[src/rtl/std_fp_mult_arb_if.sv]
// rtl/std_fp_mult_arb_if.sv - requester-side bundle for the shared fixed-point multiplier
interface std_fp_mult_arb_if #(
    parameter int WIDTH   = 32,
    parameter int NUM_REQ = 4
);
    logic [NUM_REQ-1:0]       go;
    logic [NUM_REQ*WIDTH-1:0] left;
    logic [NUM_REQ*WIDTH-1:0] right;
    logic [NUM_REQ*WIDTH-1:0] out;
    logic [NUM_REQ-1:0]       done;
    logic                     busy;

    modport master (
        output go,
        output left,
        output right,
        input  out,
        input  done,
        input  busy
    );

    modport slave (
        input  go,
        input  left,
        input  right,
        output out,
        output done,
        output busy
    );
endinterface

[src/rtl/std_fp_mult_arb.sv]
// rtl/std_fp_mult_arb.sv - round-robin arbitrated unsigned fixed-point multiplier, 3-stage pipeline
module std_fp_mult_arb #(
    parameter int WIDTH      = 32,
    parameter int INT_WIDTH  = 16,
    parameter int FRAC_WIDTH = 16,
    parameter int NUM_REQ    = 4
) (
    input  logic              clk,
    input  logic              reset,
    std_fp_mult_arb_if.slave  bus
);

    localparam int TAG_W = (NUM_REQ > 1) ? $clog2(NUM_REQ) : 1;

    // Elaboration-time parameter sanity
    if (INT_WIDTH + FRAC_WIDTH != WIDTH) begin : g_bad_width
        $error("WIDTH must equal INT_WIDTH + FRAC_WIDTH");
    end
    if (NUM_REQ < 2 || NUM_REQ > 8) begin : g_bad_num_req
        $error("NUM_REQ must be in 2..8");
    end

    logic [TAG_W-1:0]         ptr;
    logic [TAG_W-1:0]         grant_idx;
    logic                     grant_valid;
    logic [NUM_REQ-1:0]       pend;
    logic [NUM_REQ-1:0]       done_q;
    logic [NUM_REQ-1:0]       eligible;
    logic [NUM_REQ-1:0]       set_mask;
    logic [NUM_REQ-1:0]       fin_mask;

    logic                     s1_valid;
    logic [TAG_W-1:0]         s1_tag;
    logic [WIDTH-1:0]         s1_a;
    logic [WIDTH-1:0]         s1_b;

    logic                     s2_valid;
    logic [TAG_W-1:0]         s2_tag;
    logic [2*WIDTH-1:0]       s2_prod;

    logic [NUM_REQ*WIDTH-1:0] out_q;

    // A requester is skipped while its op is in flight and during its done cycle
    assign eligible = bus.go & ~pend & ~done_q;

    // Round-robin scan starting at ptr; no grant while reset is asserted
    always_comb begin
        int idx;
        grant_valid = 1'b0;
        grant_idx   = '0;
        idx         = 0;
        for (int k = 0; k < NUM_REQ; k++) begin
            idx = int'(ptr) + k;
            if (idx >= NUM_REQ) begin
                idx = idx - NUM_REQ;
            end
            if (!grant_valid && eligible[idx]) begin
                grant_valid = 1'b1;
                grant_idx   = TAG_W'(idx);
            end
        end
        if (reset) begin
            grant_valid = 1'b0;
        end
    end

    // One-hot masks for the requester being granted and the one completing
    always_comb begin
        set_mask = '0;
        fin_mask = '0;
        if (grant_valid) begin
            set_mask = NUM_REQ'(1) << grant_idx;
        end
        if (s2_valid) begin
            fin_mask = NUM_REQ'(1) << s2_tag;
        end
    end

    // Pointer moves just past the winner; holds when nobody is granted
    always_ff @(posedge clk) begin
        if (reset) begin
            ptr <= '0;
        end else if (grant_valid) begin
            if (grant_idx == TAG_W'(NUM_REQ - 1)) begin
                ptr <= '0;
            end else begin
                ptr <= grant_idx + TAG_W'(1);
            end
        end
    end

    // Pending flags: set on grant, dropped at the edge that raises done
    always_ff @(posedge clk) begin
        if (reset) begin
            pend <= '0;
        end else begin
            pend <= (pend & ~fin_mask) | set_mask;
        end
    end

    // Stage 1: capture the winner's operands with its tag
    always_ff @(posedge clk) begin
        if (reset) begin
            s1_valid <= 1'b0;
            s1_tag   <= '0;
            s1_a     <= '0;
            s1_b     <= '0;
        end else begin
            s1_valid <= grant_valid;
            if (grant_valid) begin
                s1_tag <= grant_idx;
                s1_a   <= bus.left[grant_idx*WIDTH +: WIDTH];
                s1_b   <= bus.right[grant_idx*WIDTH +: WIDTH];
            end
        end
    end

    // Stage 2: full-width unsigned product
    always_ff @(posedge clk) begin
        if (reset) begin
            s2_valid <= 1'b0;
            s2_tag   <= '0;
            s2_prod  <= '0;
        end else begin
            s2_valid <= s1_valid;
            if (s1_valid) begin
                s2_tag  <= s1_tag;
                s2_prod <= (2*WIDTH)'(s1_a) * (2*WIDTH)'(s1_b);
            end
        end
    end

    // Stage 3: write the truncated result into the owner's slice and pulse its done
    always_ff @(posedge clk) begin
        if (reset) begin
            out_q  <= '0;
            done_q <= '0;
        end else begin
            done_q <= fin_mask;
            if (s2_valid) begin
                out_q[s2_tag*WIDTH +: WIDTH] <= WIDTH'(s2_prod >> FRAC_WIDTH);
            end
        end
    end

    assign bus.out  = out_q;
    assign bus.done = done_q;
    assign bus.busy = |pend;

endmodule

[src/flat_wrapper.sv]
// flat-port wrapper written by rule: the top's interface ports become plain ports
module std_fp_mult_arb_flat 
#(
    parameter int WIDTH      = 32,
    parameter int INT_WIDTH  = 16,
    parameter int FRAC_WIDTH = 16,
    parameter int NUM_REQ    = 4
)
  (clk, reset, bus_go, bus_left, bus_right, bus_out, bus_done, bus_busy);
  std_fp_mult_arb_if #(.WIDTH(WIDTH), .NUM_REQ(NUM_REQ)) bus_i ();
  input  logic clk;
  input  logic reset;
  input wire logic [$bits(bus_i.go)-1:0] bus_go;
  input wire logic [$bits(bus_i.left)-1:0] bus_left;
  input wire logic [$bits(bus_i.right)-1:0] bus_right;
  output wire logic [$bits(bus_i.out)-1:0] bus_out;
  output wire logic [$bits(bus_i.done)-1:0] bus_done;
  output wire logic [$bits(bus_i.busy)-1:0] bus_busy;
  assign bus_i.go = bus_go;
  assign bus_i.left = bus_left;
  assign bus_i.right = bus_right;
  assign bus_out = bus_i.out;
  assign bus_done = bus_i.done;
  assign bus_busy = bus_i.busy;
  std_fp_mult_arb #(.WIDTH(WIDTH), .INT_WIDTH(INT_WIDTH), .FRAC_WIDTH(FRAC_WIDTH), .NUM_REQ(NUM_REQ)) u_core (.clk(clk), .reset(reset), .bus(bus_i));
endmodule
[config.mk]
export PLATFORM = sky130hd
export DESIGN_NAME = std_fp_mult_arb_flat
export DESIGN_NICKNAME = d
export VERILOG_FILES = /design/src/rtl/std_fp_mult_arb_if.sv /design/src/rtl/std_fp_mult_arb.sv /design/src/flat_wrapper.sv
export SDC_FILE = /design/constraint.sdc
export NUM_CORES = 2
export LEC_CHECK = 0
export CAP_MARGIN = 20
export CORE_MARGIN = 1.5
export CORE_UTILIZATION = 55
export DETAILED_ROUTE_END_ITERATION = 10
export GPL_ROUTABILITY_DRIVEN = 0
export HOLD_SLACK_MARGIN = 0.06
export PLACE_DENSITY = 0.77
export SETUP_SLACK_MARGIN = 0.05
export SYNTH_ARGS = -nofsm -noshare
export SYNTH_HDL_FRONTEND = slang
export SYNTH_SLANG_ARGS = --single-unit
[constraint.sdc]
create_clock -name clk -period 11.5 [get_ports clk]
set_clock_uncertainty 0.1 [all_clocks]
set_input_delay 3.45 -clock clk [delete_from_list [all_inputs] [get_ports clk]]
set_output_delay 3.45 -clock clk [all_outputs]
set_load 0.02 [all_outputs]
[Yosys cells after proc, flatten, opt, wreduce, memory -nomap -nowiden]
Cells that the tools add are included.
Storage, ports and cells
  bits in registers: 256
  input bits: 262
  output and inout port bits: 133
  logic and storage cells: 79
Operators by class
  add/sub/neg operators: 9
  multipliers: 1
  magnitude comparators: 8
  eq/ne operators: 1
  shift-type cells: 6
  multiplexer cells: 29
  bitwise gates (word level): 7
  reductions and logical operators: 7
Operator list (number)
  variable part select 128 x 8 -> 32 bit: 2
  bitwise mux 128 bit: 1
  < comparator 32 x 4 -> 1 bit, second input constant: 4
  2-to-1 mux 32 bit: 4
  variable shift 32 x 34 -> 128 bit, first input constant: 1
  variable part select 32 x 34 -> 128 bit: 1
  greater-or-equal comparator 32 x 4 -> 1 bit, second input constant: 3
  subtractor 32 x 4 -> 32 bit, second input constant: 3
  multiplier 32 x 32 -> 48 bit: 1
  negation 7 -> 34 bit: 1
  2-to-1 mux 1 bit: 13
  AND 4 bit: 3
  inverter 4 bit: 3
  2-to-1 mux 2 bit: 5
  binary-select mux 1 bit (select 2 bit): 4
  2-to-1 mux 4 bit: 2
  << shifter 1 x 2 -> 4 bit, first input constant: 2
  adder 2 x 2 -> 3 bit, second input constant: 2
  bitwise OR 4 bit: 1
  OR reduction 4 bit: 1
  subtractor 2 x 3 -> 4 bit, second input constant: 1
  adder 2 x 1 -> 3 bit, second input constant: 1
  greater-or-equal comparator 2 x 3 -> 1 bit, second input constant: 1
  logical AND 1 bit: 3
  other kinds (3): 5

[Logic depth before layout (Yosys ltp)]
  word-level depth: 19
  depth in mapped cells: 27
  mapped depth without buffers: 24

[Least setup slack after synthesis]
OpenSTA, ideal clock, no wires.
  kind: register to register
  start: reg u_core.s1_b[19]
  end: reg u_core.s2_prod[43]
  library setup time: 137 ps
  data arrival time: 6881 ps
  required time: 11263 ps
  setup slack: 4382 ps
  cell stages (with the launch flop): 25
  path buffers: 3
  period minus slack after synthesis: 7118 ps
  cell sequence: dfxtp_1 -> clkbuf_1 -> clkbuf_1 -> nand2_1 -> fa_1 -> fa_1 -> inv_1 -> fa_1 -> fa_1 -> fa_1 -> fa_1 -> fa_1 -> inv_1 -> fa_1 -> inv_1 -> ha_1 -> clkbuf_1 -> a2111oi_0 -> o221ai_1 -> nand2_1 -> nand3_1 -> a2111o_1 -> a31o_2 -> nand4b_1 -> o311ai_2
On the way
  longest elaborated chain between the ends: 1
Ends and longest elaborated chain
  from (decl): line std_fp_mult_arb.sv:35  | logic [WIDTH-1:0] s1_b;
  from (signal assigned): line std_fp_mult_arb.sv:113  | s1_b <= bus.right[grant_idx*WIDTH +: WIDTH];
  multiplier 32 x 32 -> 48 bit: line std_fp_mult_arb.sv:128  | s2_prod <= (2*WIDTH)'(s1_a) * (2*WIDTH)'(s1_b);
  to (signal assigned): line std_fp_mult_arb.sv:128
  to (decl): line std_fp_mult_arb.sv:39  | logic [2*WIDTH-1:0] s2_prod;
Every way passes these cells.
A chain may end at the register's enable or synchronous reset.

[Final worst setup path]
  start: reg u_core.s1_b[10]
  end: reg u_core.s2_prod[43]
The elaborated chain is that of the path after synthesis.

==> results.txt <==
----------------------------------------------------
[Outcome]
  Result of the run ... completed

[Timing]
  Slew Limit Fails ... 0
  Unrepaired setup endpoints after global routing ... no
  Maximum achievable frequency ... 0.124 GHz
  Worst rel slew slack ... 0.251
  Sum Neg Setup Slack ... 0 ns
  Slew @ Worst Pin ... 1.12 ns
  Hold slack ... 0.361 ns
  Final number of setup-violating endpoints ... 0
  Share of the clock period used by the worst path after layout ... 0.702
  Final Hold Vio Count ... 0
  Post-route minimum period ... 8.08 ns

[Critical path]
  Nature of the critical path startpoint ... flip-flop
  Required time of the critical path ... 11.81 ns
  Capturing element type of the critical path ... flip-flop
  Critical path type ... flip-flop to flip-flop
  CP Data Arrival Time ... 8.39 ns
  Crit-path max FO ... 18

[Synthesis]
  Most instantiated library cell after synthesis ... sky130_fd_sc_hd__fa_1
  Synth cell count leaders ... sky130_fd_sc_hd__fa_1 (778), sky130_fd_sc_hd__inv_1 (771), sky130_fd_sc_hd__nand2_1 (543)
  Synthesized area ... 37,500 sq um
  Number of library cell types mapped by synthesis ... 68
  Async S/R FF share, synth ... 0
  Flip-flop and latch count after synthesis ... 240
  Leading post-synthesis cells by cell area ... sky130_fd_sc_hd__fa_1 (42%), sky130_fd_sc_hd__dfxtp_1 (13%), sky130_fd_sc_hd__and2_1 (8.7%)
  Average cell area after synthesis ... 9.19 sq um
  Synthesized Nets ... 5,300
  Yosys warns ... 0
  Post-Synthesis Cells ... 4,078
  Top flip-flop cell by instance count after synthesis ... sky130_fd_sc_hd__dfxtp_1
  Area fraction of the dominant cell type after synthesis ... 0.416
  Cell type with the largest total area after synthesis ... sky130_fd_sc_hd__fa_1
  Sequential share of the synthesized area ... 0.128
  Count of flip-flops with a built-in enable after synthesis ... 0

[Die]
  Die height ... 264 microns
  Initial core utilization ... 0.557
  Number of primary I/O pins ... 395
  CORE AREA ... 67,300 sq um
  DIE AREA ... 69,700 sq um
  Count of standard-cell rows ... 95
  Die outline width ... 264 microns

[Route]
  Vias/cell ... 5.71
  Final wirelength ... 111 mm
  Average routed wire per standard cell ... 21.4 microns
  Via total after detailed routing ... 29,700
  Number of search-and-repair iterations in the first detailed-routing pass ... 6
  Final antenna-violating net count ... 0
  DRC violation count after routing ... 0
  Iter 0 DRT Violations ... 2,430

[Job]
  Reported max-cap violation count ... 0

[CTS]
  Setup Buffers After CTS ... 0
  Number of buffers on the longest clock path ... 3
  Number of levels in the clock H-tree ... 1
  Sink Count ... 240
  Buffer cell driving the clock tree root ... sky130_fd_sc_hd__clkbuf_16
  Insertion delay of the later-clocked pin in the worst-skew pair ... 0.62 ns
  Post-CTS Hold Buffers ... 0
  TritonCTS Buffers ... 27
  TritonCTS clock tree ... yes
  Post-CTS sizing ... 0
  Clock transition at the registers of the reported paths ... 0.06 ns

[Final layout]
  Multi-input combinational cell area ... 28,800 sq um
  Area taken by flip-flops and latches ... 4810 sq um
  Fraction of final layout cells with drive strength greater than 1 ... 0.0409
  Area overhead of the layout relative to synthesis ... 14.8%
  Filler cell count in the final layout ... 5,508
  Number of nets in the finished design ... 5,529

[Place]
  DPL Wire Length ... 85.4 mm
  # port buffers ... 394

[Global routing]
  Number of global-route vias before repair ... 32,200
  Overflow after GRT ... 0
  Antenna violations before repair ... 5
  First-pass GRT wire length ... 177 mm
  Pin count of the biggest net entering global routing ... 83
  All-Layer GR Usage ... 0.328

[Min path]
  Min-Delay Path Class ... flip-flop to flip-flop

----------------------------------------------------
-- critical path, cell delays in order (launching register included) --
cell	delay (ns)
sky130_fd_sc_hd__dfxtp_1	0.85
sky130_fd_sc_hd__buf_4	0.36
sky130_fd_sc_hd__and2_1	0.17
sky130_fd_sc_hd__fa_1	0.44
sky130_fd_sc_hd__fa_1	0.55
sky130_fd_sc_hd__inv_1	0.06
sky130_fd_sc_hd__fa_1	0.50
sky130_fd_sc_hd__fa_1	0.52
sky130_fd_sc_hd__inv_1	0.06
sky130_fd_sc_hd__fa_1	0.56
sky130_fd_sc_hd__fa_1	0.44
sky130_fd_sc_hd__fa_1	0.49
sky130_fd_sc_hd__inv_1	0.05
sky130_fd_sc_hd__fa_1	0.49
sky130_fd_sc_hd__inv_1	0.04
sky130_fd_sc_hd__ha_1	0.36
sky130_fd_sc_hd__a2111oi_0	0.46
sky130_fd_sc_hd__o221ai_1	0.21
sky130_fd_sc_hd__nand2_1	0.09
sky130_fd_sc_hd__nand3_1	0.09
sky130_fd_sc_hd__a2111o_1	0.44
sky130_fd_sc_hd__a31o_2	0.29
sky130_fd_sc_hd__nand4b_1	0.11
sky130_fd_sc_hd__o311ai_2	0.11
-- registers in the layout (all words and copies together), names as in the netlist, 2 cells and up --
name / flops
u_core.bus.done: 4
u_core.bus.out: 128
u_core.pend: 4
u_core.ptr: 2
u_core.s1_a: 32
u_core.s1_b: 32
u_core.s1_tag: 2
u_core.s2_prod: 32
u_core.s2_tag: 2
-- per-stage QoR --
stage / instance area [sq um] / utilization / cells / setup slack (ns)
6_report: 43000 / 0.639 / 5203 / 3.42
5_1_grt: 43000 / 0.639 / 5202 / 3.07
4_1_cts: 42900 / 0.638 / 5197 / 3.48
3_5_place_dp: 42000 / 0.624 / 5149 / 3.53
3_3_place_gp: 42000 / 0.624 / 5149 / 3.67
2_1_floorplan: 37500 / - / 4078 / 4.38
-- worst paths after layout --
| kind | start | endpoint | slack (ns) | cells after the start |
|---|---|---|---|---|
| setup / recovery | u_core.s1_b[10]$_SDFFE_PP0P_ | u_core.s2_prod[43]$_SDFFE_PP0P_ | 3.42 | 23 |
| hold / removal | u_core.s1_b[2]$_SDFFE_PP0P_ | u_core.s1_b[2]$_SDFFE_PP0P_ | 0.36 | 1 |
| setup reg to reg | u_core.s1_b[10]$_SDFFE_PP0P_ | u_core.s2_prod[43]$_SDFFE_PP0P_ | 3.42 | 23 |
| hold reg to reg | u_core.s1_b[2]$_SDFFE_PP0P_ | u_core.s1_b[2]$_SDFFE_PP0P_ | 0.36 | 1 |
-- logic make-up (layout without fill, tap and decap cells) --
group,count (synthesis),in the layout,synth area share
AOI/OAI and AO/OA,421,421,0.0800
xor gates and xnor gates,53,53,0.0124
adders and majority gates,960,960,0.477
buffers and inverters,1036,1284,0.105
DFF,240,240,0.128
muxes,50,50,0.0248
other,0,4,0
and+or+nand+nor,1318,1318,0.173
-- layer usage --
| metal | share of wire | global-route usage | up-vias |
|---|---|---|---|
| met5 | 0 | 0 | - |
| met4 | 0.052 | 0.144 | 0 |
| met3 | 0.11 | 0.0859 | 295 |
| met2 | 0.47 | 0.540 | 1675 |
| met1 | 0.37 | 0.408 | 14900 |
| li1 | - | - | 12800 |
-- cell usage in the layout, fill, tap and decap left out, drive strengths merged, types with 5 or more instances in the layout --
cell type | synthesis | layout
o31ai | 6 | 6
nor3 | 12 | 12
nand4 | 15 | 15
fa | 778 | 778
nand3 | 27 | 27
inv | 773 | 775
o21a | 6 | 6
and2 | 523 | 523
nor3b | 5 | 5
a211o | 30 | 30
or3 | 9 | 9
xnor2 | 44 | 44
a211oi | 9 | 9
clkdlybuf4s50 | 0 | 393
a22oi | 108 | 108
dfxtp | 240 | 240
a21oi | 116 | 116
nand2 | 544 | 544
mux2i | 14 | 14
a31oi | 7 | 7
and3 | 8 | 8
a22o | 60 | 60
ha | 182 | 182
nor2 | 158 | 158
a21o | 18 | 18
clkbuf | 240 | 39
mux4 | 34 | 34
o21ai | 29 | 29
xor2 | 9 | 9
buf | 23 | 70
o21bai | 5 | 5
-- cell type report --
cell class	count	share of cell area
sequential	240	0.112
tap	873	0.0254
clock inverter	9	0.00329
timing repair buffer	463	0.105
multi-input combinational	2802	0.669
clock buffer	39	0.0184
antenna	4	0.000233
inverter	773	0.0675
Power is left out: the tool's default activity adds up to more than one toggle a clock period on the data nets, which glitch-free logic cannot reach.
